`src/rtl/div4_seq_if.sv`:
```
// ============================================================================
// Module      : div4_seq_if
// Description : Request/result bundle for the div4_seq sequential divider.
//               master = requester side, slave = divider side.
//   start : request a division (sampled on rising clk)
//   a, b  : unsigned dividend / divisor, sampled with start
//   q, r  : unsigned quotient / remainder, valid while done is high
//   busy  : operation in progress
//   done  : one-cycle completion pulse
//   dz    : divide-by-zero flag of the completed operation
// Revision    : 1.0 - initial release
// ============================================================================
`default_nettype none

interface div4_seq_if #(
  parameter int WIDTH = 4
);
  logic             start;
  logic [WIDTH-1:0] a;
  logic [WIDTH-1:0] b;
  logic [WIDTH-1:0] q;
  logic [WIDTH-1:0] r;
  logic             busy;
  logic             done;
  logic             dz;

  modport master (
    output start, a, b,
    input  q, r, busy, done, dz
  );

  modport slave (
    input  start, a, b,
    output q, r, busy, done, dz
  );
endinterface

`default_nettype wire

```
`src/rtl/div4_seq.sv`:
```
// ============================================================================
// Module      : div4_seq
// Description : Unsigned restoring shift-subtract divider, one quotient bit
//               per clock. Three-state FSM: IDLE -> RUN (WIDTH cycles) ->
//               DONE (one cycle) -> IDLE. A zero divisor bypasses RUN and
//               reports q = all ones, r = a, dz = 1.
//   clk  : clock, rising edge
//   rst  : asynchronous active-high reset
//   bus  : div4_seq_if.slave (start, a, b in; q, r, busy, done, dz out)
// Revision    : 1.0 - initial release
// ============================================================================
`default_nettype none

module div4_seq #(
  parameter int WIDTH = 4
) (
  input  wire logic   clk,
  input  wire logic   rst,
  div4_seq_if.slave   bus
);

  localparam int            C_CNT_W = (WIDTH > 1) ? $clog2(WIDTH) : 1;
  localparam [C_CNT_W-1:0]  C_LAST  = C_CNT_W'(WIDTH - 1);

  localparam [1:0] C_IDLE = 2'd0;
  localparam [1:0] C_RUN  = 2'd1;
  localparam [1:0] C_DONE = 2'd2;

  logic [1:0]         r_state;
  logic [1:0]         w_state_next;
  logic [WIDTH-1:0]   r_dvd;        // dividend, consumed MSB first
  logic [WIDTH-1:0]   r_dvs;        // captured divisor
  logic [WIDTH:0]     r_rem;        // WIDTH+1-bit partial remainder
  logic [WIDTH-1:0]   r_q;
  logic [C_CNT_W-1:0] r_cnt;
  logic               r_dz;
  logic               r_zero_pend;  // divide-by-zero accepted, DONE next edge
  logic               w_accept;
  logic               w_zero_req;
  logic [WIDTH:0]     w_shift;
  logic [WIDTH+1:0]   w_trial;
  logic [WIDTH-1:0]   w_q_next;
  logic               w_busy;
  logic               w_done;

  assign w_accept   = (r_state == C_IDLE) && !r_zero_pend && bus.start && (bus.b != '0);
  assign w_zero_req = (r_state == C_IDLE) && !r_zero_pend && bus.start && (bus.b == '0);

  // Shifted remainder and trial subtraction; the extra top bit of w_trial
  // is the borrow, i.e. the "negative" indication of the restoring step.
  assign w_shift = {r_rem[WIDTH-1:0], r_dvd[WIDTH-1]};
  assign w_trial = {r_rem, r_dvd[WIDTH-1]} - {2'b00, r_dvs};

  generate
    if (WIDTH > 1) begin : g_q_wide
      assign w_q_next = {r_q[WIDTH-2:0], ~w_trial[WIDTH+1]};
    end else begin : g_q_narrow
      assign w_q_next = ~w_trial[WIDTH+1];
    end
  endgenerate

  // State register
  always_ff @(posedge clk or posedge rst) begin
    if (rst) begin
      r_state <= C_IDLE;
    end else begin
      r_state <= w_state_next;
    end
  end

  // Next-state logic. A zero divisor waits one cycle in IDLE (r_zero_pend)
  // so its done pulse lands in the cycle after edge N+1.
  always_comb begin
    w_state_next = r_state;
    case (r_state)
      C_IDLE: begin
        if (r_zero_pend) begin
          w_state_next = C_DONE;
        end else if (w_accept) begin
          w_state_next = C_RUN;
        end
      end
      C_RUN: begin
        if (r_cnt == C_LAST) begin
          w_state_next = C_DONE;
        end
      end
      C_DONE:  w_state_next = C_IDLE;
      default: w_state_next = C_IDLE;
    endcase
  end

  // Output decode
  always_comb begin
    w_busy = 1'b0;
    w_done = 1'b0;
    case (r_state)
      C_RUN:   w_busy = 1'b1;
      C_DONE:  w_done = 1'b1;
      default: ;
    endcase
  end

  // Datapath
  always_ff @(posedge clk or posedge rst) begin
    if (rst) begin
      r_dvd       <= '0;
      r_dvs       <= '0;
      r_rem       <= '0;
      r_q         <= '0;
      r_cnt       <= '0;
      r_dz        <= 1'b0;
      r_zero_pend <= 1'b0;
    end else if (w_accept) begin
      r_dvd <= bus.a;
      r_dvs <= bus.b;
      r_rem <= '0;
      r_q   <= '0;
      r_cnt <= '0;
      r_dz  <= 1'b0;
    end else if (w_zero_req) begin
      r_zero_pend <= 1'b1;
      r_q         <= '1;
      r_rem       <= {1'b0, bus.a};
      r_dz        <= 1'b1;
    end else if (r_state == C_RUN) begin
      r_rem <= w_trial[WIDTH+1] ? w_shift : w_trial[WIDTH:0];
      r_q   <= w_q_next;
      r_dvd <= r_dvd << 1;
      r_cnt <= r_cnt + C_CNT_W'(1);
    end else begin
      r_zero_pend <= 1'b0;
    end
  end

  assign bus.q    = r_q;
  assign bus.r    = r_rem[WIDTH-1:0];
  assign bus.dz   = r_dz;
  assign bus.busy = w_busy;
  assign bus.done = w_done;

endmodule

`default_nettype wire

```
`src/flat_wrapper.sv`:
```
// flat-port wrapper written by rule: the top's interface ports become plain ports
module div4_seq_flat 
#(
  parameter int WIDTH = 4
)
  (clk, rst, bus_start, bus_a, bus_b, bus_q, bus_r, bus_busy, bus_done, bus_dz);
  div4_seq_if #(.WIDTH(WIDTH)) bus_i ();
  input  wire logic clk;
  input  wire logic rst;
  input wire logic [$bits(bus_i.start)-1:0] bus_start;
  input wire logic [$bits(bus_i.a)-1:0] bus_a;
  input wire logic [$bits(bus_i.b)-1:0] bus_b;
  output wire logic [$bits(bus_i.q)-1:0] bus_q;
  output wire logic [$bits(bus_i.r)-1:0] bus_r;
  output wire logic [$bits(bus_i.busy)-1:0] bus_busy;
  output wire logic [$bits(bus_i.done)-1:0] bus_done;
  output wire logic [$bits(bus_i.dz)-1:0] bus_dz;
  assign bus_i.start = bus_start;
  assign bus_i.a = bus_a;
  assign bus_i.b = bus_b;
  assign bus_q = bus_i.q;
  assign bus_r = bus_i.r;
  assign bus_busy = bus_i.busy;
  assign bus_done = bus_i.done;
  assign bus_dz = bus_i.dz;
  div4_seq #(.WIDTH(WIDTH)) u_core (.clk(clk), .rst(rst), .bus(bus_i));
endmodule
```
`config.mk`:
```
export PLATFORM = sky130hd
export DESIGN_NAME = div4_seq_flat
export DESIGN_NICKNAME = d
export VERILOG_FILES = /design/src/rtl/div4_seq_if.sv /design/src/rtl/div4_seq.sv /design/src/flat_wrapper.sv
export SDC_FILE = /design/constraint.sdc
export NUM_CORES = 1
export LEC_CHECK = 0
export BUFFER_PORTS_ARGS = -buffer_cell sky130_fd_sc_hd__buf_2
export CELL_PAD_IN_SITES_DETAIL_PLACEMENT = 1
export CELL_PAD_IN_SITES_GLOBAL_PLACEMENT = 2
export CORE_ASPECT_RATIO = 1.5
export CORE_MARGIN = 5
export CORE_UTILIZATION = 34
export DETAILED_ROUTE_END_ITERATION = 16
export GPL_TIMING_DRIVEN = 0
export PLACE_DENSITY_LB_ADDON = 0.1
export SETUP_SLACK_MARGIN = 0.4
export SYNTH_ARGS = -nofsm -noshare
export SYNTH_HDL_FRONTEND = slang
export SYNTH_SLANG_ARGS = --single-unit
```
`constraint.sdc`:
```
create_clock -name clk -period 2.2 [get_ports clk]
set_input_delay 0.44 -clock clk [delete_from_list [all_inputs] [get_ports clk]]
set_output_delay 0.44 -clock clk [all_outputs]
set_load 0.02 [all_outputs]
```
### Yosys cells after proc, flatten, opt, wreduce, memory -nomap -nowiden

Index checks and enable logic that the tools add are counted.

* reductions and logical operators: 14
* eq/ne operators: 7
* multiplexer cells: 23
* bitwise operators: 2
* add/subtract/negate cells: 2

Operators with widths (count)
* 4-bit 2-to-1 mux: 6
* 5-bit 2-to-1 mux: 4
* 2-bit 2-to-1 mux: 6
* 1-bit 2-to-1 mux: 6
* 2-bit by 1-bit inequality test with 1-bit output (second input constant): 3
* 2-bit AND reduction: 3
* 6-bit by 4-bit subtractor with 6-bit output: 1
* 2-bit equality test (second input constant): 2
* 1-bit logical AND: 4
* 4-bit zero test: 1
* 2-bit case mux with 2 select lines: 1
* 2-bit nonzero test: 2
* 4-bit nonzero test: 1
* 3-bit by 1-bit inequality test with 1-bit output (second input constant): 1
* 3-bit nonzero test: 1
* 2-bit by 1-bit adder with 2-bit output (second input constant): 1
* 2-bit by 1-bit equality test with 1-bit output (second input constant): 1
* 2-bit zero test: 1
* 1-bit NOT: 2
* 1-bit zero test: 1

* input port bits: 11
* flip-flop bits (word level): 23

### Depth between registers and ports, before layout

Gate-level depths: netlist of run 1.

* depth after elaboration: 7
* depth in mapped cells: 8

### Worst setup path after synthesis of run 1

OpenSTA, ideal clock, no wires.

* kind: register to register
* start: register u_core.r_rem[0]
* end: register u_core.r_rem[0]
* setup time: 0.077 ns
* arrival: 1.869 ns
* path buffers: 0
* data required time: 2.123 ns
* cell stages (with the launch flop): 7
* setup slack: 0.254 ns
* path through: dfrtp_1 ha_1 nand2b_1 or2b_1 a221oi_4 mux2_2 a21oi_1

* word-level cells in the longest chain between the ends: 5

RTL lines
* start: declaration: line div4_seq.sv:33 `logic [WIDTH:0] r_rem;`
* start signal: assignment: line div4_seq.sv:124 `r_rem <= {1'b0, bus.a};`
* start signal: assignment: line div4_seq.sv:127 `r_rem <= w_trial[WIDTH+1] ? w_shift : w_trial[WIDTH:0];`
* 6-bit by 4-bit subtractor with 6-bit output: line div4_seq.sv:52 `assign w_trial = {r_rem, r_dvd[WIDTH-1]} - {2'b00, r_dvs};`
* 5-bit 2-to-1 mux: line div4_seq.sv:127
* 5-bit 2-to-1 mux: line div4_seq.sv:126 `end else if (r_state == C_RUN) begin`
* 5-bit 2-to-1 mux: line div4_seq.sv:121 `end else if (w_zero_req) begin`
* 5-bit 2-to-1 mux: line div4_seq.sv:114 `end else if (w_accept) begin`

No other way between the ends. The select of a mux whose other input is x is not followed.
A chain may end at the register's enable or synchronous reset.

### Worst setup path after layout of run 1

* start: register u_core.r_dvs[1]
* end: register u_core.r_rem[0]

* word-level cells in the longest chain between the ends: 5

RTL lines
* start: declaration: line div4_seq.sv:32 `logic [WIDTH-1:0] r_dvs;`
* start signal: assignment: line div4_seq.sv:116 `r_dvs <= bus.b;`
* 6-bit by 4-bit subtractor with 6-bit output: line div4_seq.sv:52
* 5-bit 2-to-1 mux: line div4_seq.sv:127
* 5-bit 2-to-1 mux: line div4_seq.sv:126
* 5-bit 2-to-1 mux: line div4_seq.sv:121
* 5-bit 2-to-1 mux: line div4_seq.sv:114

No other way between the ends. The select of a mux whose other input is x is not followed.

==> out/metrics.cfg, run 1 <==
[place]
place_area_mm2=0.001558
placed_cell_count=211
port-buffer-count=21
gpl.final_weighted_congestion=0.7896
place.detailed.hpwl_um=2702

[floorplanning]
floorplan.die.width_um=62.05
ios=22
fp-row-count=28
core_region_area_mm2=0.003959
die_y_um=88.07
design.die.area_mm2=0.005464
floorplan.initialDensity=0.3489

[timing]
count_of_final_max_slew_check_failures=0
report.final.setup_viol=0
timing_worst_slew_pin_value_ns=0.8940
ratio_of_final_minimum_period_to_clock_period=0.8913
clock_skew_ns=0.007614
setup_tns_ns=0
setup_repair_after_global_routing_missed_its_margin=true
final-hold-violation-count=0
maxSlewHeadroom=0.4033
max_freq_mhz=510.0
finalWorstPathRequiredPeriod_ns=1.961

[power]
power_per_cell_area_mw_per_mm2=1835
power.static_leakage_uw=0.0008752
vdd.ir_drop.worst_uv=991.7

[finish]
synthToLayoutAreaGrowth_pct=33.33
nets_finish=203
post-route-cell-area_mm2=0.001842
diodes=0
total_area_of_multi_input_combinational_cells_um2=798.3
drive_gt1_frac=0.4162
nFillCells=470
sequential_cell_area_um2=578.1
layout.cells.non_filler=230

[worst_setup_path]
path_max_fanout=4
critPathCaptureType=flop
timing_worst_setup_path_type=reg2reg
worst-r2r-cell-count=7
start_kind=flop
req_time_crit_path_ns=2.40
worst_ep_arrival_time_ns=2.16
regToRegSetupSlack_ns=0.24

[synthesis]
gate_count_of_the_mapped_netlist=145
netlist.top_cell.by_area=sky130_fd_sc_hd__dfrtp_1
ys_seq_area_frac=0.4167
synth_top_family_by_area=compound AO/OA/AOI/OAI gates
post_synthesis_xor_xnor_area_fraction=0.006341
synth-simple-area-share=0.1803
synthFlopType=sky130_fd_sc_hd__dfrtp_1
yosysUniqueCellTypes=40
yosys.area_share.adder=0.05978
synth-edff-count=0
yosys-top-cells-area=sky130_fd_sc_hd__dfrtp_1, sky130_fd_sc_hd__nand2_1, sky130_fd_sc_hd__ha_1
syn-num-nets=162
synth-async-reset-ratio=1.000
compound_gate_portion_of_the_synthesized_area=0.2129
yosys.cell_count.top_type=sky130_fd_sc_hd__dfrtp_1
yosys.area.top_type_share=0.4167
syn-cell-area_mm2=0.001381
synth.ff_latch_count=23
muxShareOfSynthArea=0.04620
yosysWarnings=0
netlist_top_cells_count=sky130_fd_sc_hd__dfrtp_1, sky130_fd_sc_hd__nand2_1, sky130_fd_sc_hd__inv_1
synthesis.area_per_instance_um2=9.526

[routing]
wl_um=3838
number_of_drc_violations_after_detailed_routing=0
drt-pass1-iter-count=4
vias=1228
initialDrtViolationCount=55
wl_per_cell_um=16.69
postRouteAntennaNets=0
route.detailed.vias_per_inst=5.339

[global_route]
track_usage=0.1540
number_of_antenna_violations_at_the_first_check_in_global_routing=0
grt_max_degree=24
grt_remaining_overflow=0
global_route_wire_length_before_repair_um=6237
grt_pass1_vias=1250

[hold_path]
worstHoldPathType=in2async

[clocking]
cts-hold-fix-buffers=0
clock_sinks=23
tritoncts=yes
clk-insertion-delay-late_ns=0.26
cts_root_buf=sky130_fd_sc_hd__clkbuf_8
tritoncts.num_buffers=3
clock_input_transition_at_the_sequential_cells_of_the_worst_setup_and_hold_paths_ns=0.09
htreeDepth=1
clk_buf_depth=2

[run]
maxCapViolations=0

[status]
run_status=completed

final timing paths:
| path | from | to |
|---|---|---|
| worst max-delay path | u_core.r_dvs[1]$_DFFE_PP0N_ | u_core.r_rem[0]$_DFFE_PP0P_ |
| max in group asynchronous | rst | u_core.r_rem[2]$_DFFE_PP0P_ |
| min in group clk | bus_a[0] | u_core.r_dvd[0]$_DFFE_PP0P_ |
| worst max register to register | u_core.r_dvs[1]$_DFFE_PP0N_ | u_core.r_rem[0]$_DFFE_PP0P_ |
| worst min register to register | u_core.bus.dz$_DFFE_PP0P_ | u_core.bus.dz$_DFFE_PP0P_ |
| worst min-delay path | rst | u_core.r_dvs[2]$_DFFE_PP0N_ |
kinds of logic (layout without fill, tap and decap cells):
kind of cell             Yosys count  after routing
AO/OA/AOI/OAI                     41             41
XOR/XNOR                           1              1
adder cells (fa/ha/maj)            6              6
buffers and inverters             23             63
flip-flops                        23             23
multiplexers                       6              6
AND/OR/NAND/NOR                   45             45
critical path, stage by stage (launching register included):
cell and delay [ns]:
sky130_fd_sc_hd__dfrtp_1 0.40, sky130_fd_sc_hd__inv_2 0.09, sky130_fd_sc_hd__ha_4 0.21, sky130_fd_sc_hd__nand2b_4 0.07, sky130_fd_sc_hd__or2b_1 0.26, sky130_fd_sc_hd__a221oi_4 0.41
sky130_fd_sc_hd__mux2_4 0.34, sky130_fd_sc_hd__a21oi_2 0.11
area by class of cell:
cell class,instances,area share
Timing Repair Buffer,36,0.1216
Clock buffer,4,0.02446
Tap cell,45,0.03057
Buffer,10,0.04280
Multi-Input combinational cell,99,0.4334
Inverter,13,0.03329
Sequential cell,23,0.3139
flip-flops by register name (all words and copies together) (netlist names):
name,count
u_core.bus.q,4
u_core.r_cnt,2
u_core.r_dvs,4
u_core.r_zero_pend,1
u_core.r_dvd,4
u_core.r_state,2
u_core.r_rem,5
u_core.bus.dz,1
cell usage in the layout, fill, tap and decap left out, types with 2 or more instances in the layout:
cell type,count
sky130_fd_sc_hd__a221o_1,4
sky130_fd_sc_hd__mux2i_1,3
sky130_fd_sc_hd__ha_4,4
sky130_fd_sc_hd__buf_6,2
sky130_fd_sc_hd__buf_2,21
sky130_fd_sc_hd__a21o_1,3
sky130_fd_sc_hd__nand2_1,16
sky130_fd_sc_hd__dfrtp_2,2
sky130_fd_sc_hd__o21ai_1,3
sky130_fd_sc_hd__nand2b_1,2
sky130_fd_sc_hd__o22ai_1,2
sky130_fd_sc_hd__a21oi_1,6
sky130_fd_sc_hd__a22oi_1,4
sky130_fd_sc_hd__clkbuf_2,2
sky130_fd_sc_hd__nand3_1,3
sky130_fd_sc_hd__nor2_1,8
sky130_fd_sc_hd__a21oi_2,3
sky130_fd_sc_hd__inv_2,2
sky130_fd_sc_hd__buf_4,19
sky130_fd_sc_hd__a31oi_1,2
sky130_fd_sc_hd__dfrtp_1,21
sky130_fd_sc_hd__clkbuf_8,3
sky130_fd_sc_hd__nor4_4,2
sky130_fd_sc_hd__inv_1,9
sky130_fd_sc_hd__mux2_4,2
sky130_fd_sc_hd__o21ai_0,9
metrics by stage:
step                      hold slack, ns    util  setup slack (ns)  power, uW
final                             0.3584  0.4652            0.2392       3379
after global routing              0.4172  0.4652            0.1115       3661
after CTS                         0.4072  0.4235            0.1949       3034
after detailed placement          0.4719  0.3935           0.08062       2546
after global placement            0.4581  0.3935            0.1068       2499
after floorplan                   0.4419       -            0.2778       2114
routing by layer:
| layer | GRT usage | wire length (um) |
|---|---|---|
| met1 | 0.1918 | 1553 |
| met2 | 0.2717 | 2177 |
| met3 | 0.01770 | 63 |
| met4 | 0.04054 | 44 |
| met5 | 0 | 0 |
repair_timing:
item                       CTS  global route
buffers inserted             4            11
gates resized for setup     12            23
pin swaps                    4             4
setup endpoints to repair   10            20
power by group:
| part | total [uW] | switching (uW) | internal, uW | leakage, uW |
|---|---|---|---|---|
| Combinational | 2340 | 1170 | 1170 | 0.000564 |
| Sequential | 771 | 155 | 616 | 0.000289 |
| Clock | 266 | 137 | 129 | 0.0000228 |
| Total | 3380 | 1460 | 1920 | 0.000875 |
Note: power is estimated with default switching activity, not from simulation.
==> inputs of run 2 (changes only) <==
--- a/config.mk
+++ b/config.mk
@@ -5,13 +5,13 @@
 export SDC_FILE = /design/constraint.sdc
 export NUM_CORES = 1
 export LEC_CHECK = 0
-export BUFFER_PORTS_ARGS = -buffer_cell sky130_fd_sc_hd__buf_2
 export CELL_PAD_IN_SITES_DETAIL_PLACEMENT = 1
 export CELL_PAD_IN_SITES_GLOBAL_PLACEMENT = 2
 export CORE_ASPECT_RATIO = 1.5
 export CORE_MARGIN = 5
-export CORE_UTILIZATION = 34
+export CORE_UTILIZATION = 38
 export DETAILED_ROUTE_END_ITERATION = 16
+export DONT_BUFFER_PORTS = 1
 export GPL_TIMING_DRIVEN = 0
 export PLACE_DENSITY_LB_ADDON = 0.1
 export SETUP_SLACK_MARGIN = 0.4
==> constraint.sdc (replaced) <==
create_clock -name clk -period 2 [get_ports clk]
set_input_delay 0.4 -clock clk [delete_from_list [all_inputs] [get_ports clk]]
set_output_delay 0.4 -clock clk [all_outputs]
set_load 0.02 [all_outputs]
==> out/metrics.cfg, run 2 (synthesized netlist as in run 1, its figures left out) <==
[status]
run_status=completed  ; unchanged

[routing]
wl_per_cell_um=16.92  ; was 16.69 um
vias=1125  ; was 1,228
drt-pass1-iter-count=4  ; unchanged
initialDrtViolationCount=45  ; was 55
number_of_drc_violations_after_detailed_routing=0  ; unchanged
route.detailed.vias_per_inst=5.488  ; was 5.339
postRouteAntennaNets=0  ; unchanged
wl_um=3469  ; was 3838 um

[finish]
drive_gt1_frac=0.3497  ; was 0.4162
nFillCells=411  ; was 470
largest_reg_flops=5  ; unchanged
nets_finish=181  ; was 203
diodes=0  ; unchanged
layout_commonest_cell=sky130_fd_sc_hd__dfrtp_1
post-route-cell-area_mm2=0.001750  ; was 0.001842 mm2
layout.cells.non_filler=205  ; was 230
largest-register=u_core.r_rem  ; unchanged
most-common-layout-cells=sky130_fd_sc_hd__dfrtp_1, sky130_fd_sc_hd__buf_4, sky130_fd_sc_hd__nand2_1  ; was sky130_fd_sc_hd__buf_2, sky130_fd_sc_hd__dfrtp_1, sky130_fd_sc_hd__buf_4
synthToLayoutAreaGrowth_pct=26.72  ; was 33.33%

[run]
maxCapViolations=0  ; unchanged

[timing]
finalWorstPathRequiredPeriod_ns=1.950  ; was 1.961 ns
timing_worst_slew_pin_value_ns=0.8837  ; was 0.8940 ns
timing.final.ws_setup_ns=0.05012  ; was 0.2392 ns
clock_skew_ns=0.002498  ; was 0.007614 ns
max_freq_mhz=512.9  ; was 510.0 MHz
count_of_final_max_slew_check_failures=0  ; unchanged
final_layout_worst_hold_slack_ns=0.1994  ; was 0.3584 ns
ratio_of_final_minimum_period_to_clock_period=0.9749  ; was 0.8913
maxSlewHeadroom=0.4102  ; was 0.4033
final-hold-violation-count=0  ; unchanged
report.final.setup_viol=0  ; unchanged
setup_repair_after_global_routing_missed_its_margin=true  ; unchanged

[power]
vdd.ir_drop.worst_uv=995.6  ; was 991.7 uV
internal_power_uw=2061  ; was 1918 uW
p_clk_frac=0.082  ; was 0.079
share_of_power_burned_in_combinational_logic=0.670  ; was 0.693
swShare=0.4248  ; was 0.4325
power_per_cell_area_mw_per_mm2=2047  ; was 1835 mW/mm2
sequential_power_share=0.248  ; was 0.228
overall_power_of_the_completed_layout_uw=3583  ; was 3379 uW
power.static_leakage_uw=0.0007958  ; was 0.0008752 uW
power.net_switching_uw=1522  ; was 1461 uW

[global_route]
grt_pass1_vias=1156  ; was 1,250
track_usage=0.1527  ; was 0.1540
global_route_wire_length_before_repair_um=5796  ; was 6237 um
grt_max_degree=24  ; unchanged
number_of_antenna_violations_at_the_first_check_in_global_routing=0  ; unchanged
grt_remaining_overflow=0  ; unchanged

[worst_setup_path]
crit_path_top_delay_cell=sky130_fd_sc_hd__a221oi_4  ; unchanged
r2r-start=u_core.r_dvs[1]$_DFFE_PP0N_  ; unchanged
critPathCaptureType=flop  ; unchanged
worst-r2r-cell-count=7  ; unchanged
crit_chain=inv_2, ha_4, nand2b_4, or2b_1, a221oi_4, mux2_4, a21oi_2  ; unchanged
timing_worst_setup_path_type=reg2reg  ; unchanged
timing.critical_path.max_delay_family=compound AO/OA/AOI/OAI gates  ; unchanged
req_time_crit_path_ns=2.20  ; was 2.40 ns
regToRegSetupSlack_ns=0.05  ; was 0.24 ns
path_max_fanout=4  ; unchanged
critical_path_buf_inv_count=1  ; unchanged
slowest_delay_ns=0.41  ; about the same
worst-path-stages=7  ; unchanged
crit-reg2reg-capture=u_core.r_rem[0]$_DFFE_PP0P_  ; unchanged
worst_setup_endpoint=u_core.r_rem[0]$_DFFE_PP0P_  ; unchanged
worst_ep_arrival_time_ns=2.15  ; was 2.16 ns
start_kind=flop  ; unchanged
critical_path.startpoint=u_core.r_dvs[1]$_DFFE_PP0N_  ; unchanged

[clocking]
cts_root_buf=sky130_fd_sc_hd__clkbuf_8  ; unchanged
cts-hold-fix-buffers=0  ; unchanged
tritoncts.num_buffers=3  ; unchanged
clk-insertion-delay-late_ns=0.27  ; was 0.26 ns
tritoncts=yes  ; unchanged
clock_sinks=23  ; unchanged
htreeDepth=1  ; unchanged
clock_input_transition_at_the_sequential_cells_of_the_worst_setup_and_hold_paths_ns=0.08  ; was 0.09 ns
clk_buf_depth=2  ; unchanged

[place]
place.detailed.hpwl_um=2514  ; was 2702 um
port-buffer-count=0  ; was 21
pre_cts_slack_ns=-0.1366  ; was 0.08062 ns
gpl.final_weighted_congestion=0.7561  ; was 0.7896
placed_cell_count=187  ; was 211
place_area_mm2=0.001461  ; was 0.001558 mm2

[floorplanning]
design.die.area_mm2=0.004965  ; was 0.005464 mm2
ios=22  ; unchanged
fp-row-count=26  ; was 28
floorplan.initialDensity=0.4006  ; was 0.3489
floorplan.die.width_um=59.23  ; was 62.05 um
core_region_area_mm2=0.003448  ; was 0.003959 mm2
die_y_um=83.84  ; was 88.07 um

[hold_path]
worstHoldPathType=in2async  ; unchanged

==> run 2: worst reg2reg max path: cells and delay by family (launching register included) <==
family / cells / cell delay, ns
AND/OR/NAND/NOR: 2 / 0.33
adder cells (fa/ha/maj): 1 / 0.21
buffers and inverters: 1 / 0.08
AO/OA/AOI/OAI: 2 / 0.52
multiplexers: 1 / 0.34
flip-flops: 1 / 0.40
==> run 2: worst min path at each step <==
stage | cells past startpoint | startpoint | end
after global placement | 2 | u_core.r_dvd[2]$_DFFE_PP0P_ | u_core.r_dvd[2]$_DFFE_PP0P_
after CTS | 1 | rst | u_core.bus.dz$_DFFE_PP0P_
final | 1 | rst | u_core.bus.q[3]$_DFFE_PP0P_
after detailed placement | 2 | u_core.r_dvd[2]$_DFFE_PP0P_ | u_core.r_dvd[2]$_DFFE_PP0P_
after floorplan | 1 | rst | u_core.bus.dz$_DFFE_PP0P_
after global routing | 2 | bus_b[2] | u_core.r_dvs[2]$_DFFE_PP0N_
==> run 2: layer usage <==
layer | GRT usage | part of all wire | vias to the layer above
li1 | - | - | 545
met1 | 0.1886 | 0.42 | 552
met2 | 0.2597 | 0.52 | 23
met3 | 0.03096 | 0.040 | 5
met4 | 0.04330 | 0.013 | 0
met5 | 0 | 0 | -
==> run 2: what timing repair did <==
item	CTS	global route
resized for setup	22	13
endpoints found under the setup margin	23	20
buffers inserted	11	2
pin swaps	4	1
gates cloned	1	0
==> run 2: stage by stage <==
step	TNS (ns)	utilization
after floorplan	0	-
after global placement	-0.2742	0.4238
after detailed placement	-0.3854	0.4238
after CTS	0	0.4927
after global routing	-0.1364	0.5076
final	0	0.5076
==> run 2: layout make-up <==
class / count / area (um2) / share of cell area
multi-input cells: 99 / 797.0 / 0.4553
flip-flops and latches: 23 / 578.1 / 0.3302
repair buffers: 14 / 130.1 / 0.07434
plain buffers: 10 / 87.58 / 0.05004
inverters: 13 / 58.81 / 0.03360
well taps: 42 / 52.55 / 0.03002
clock buffers: 3 / 41.29 / 0.02359
clock inverters: 1 / 5.005 / 0.002859
==> run 2: power groups by stage <==
stage	Combinational [uW]	Sequential, uW	Clock (uW)
final	2400	888	295
after global routing	2630	914	328
after CTS	2340	887	304
after detailed placement	1820	912	0
after global placement	1780	904	0
after floorplan	1500	853	0
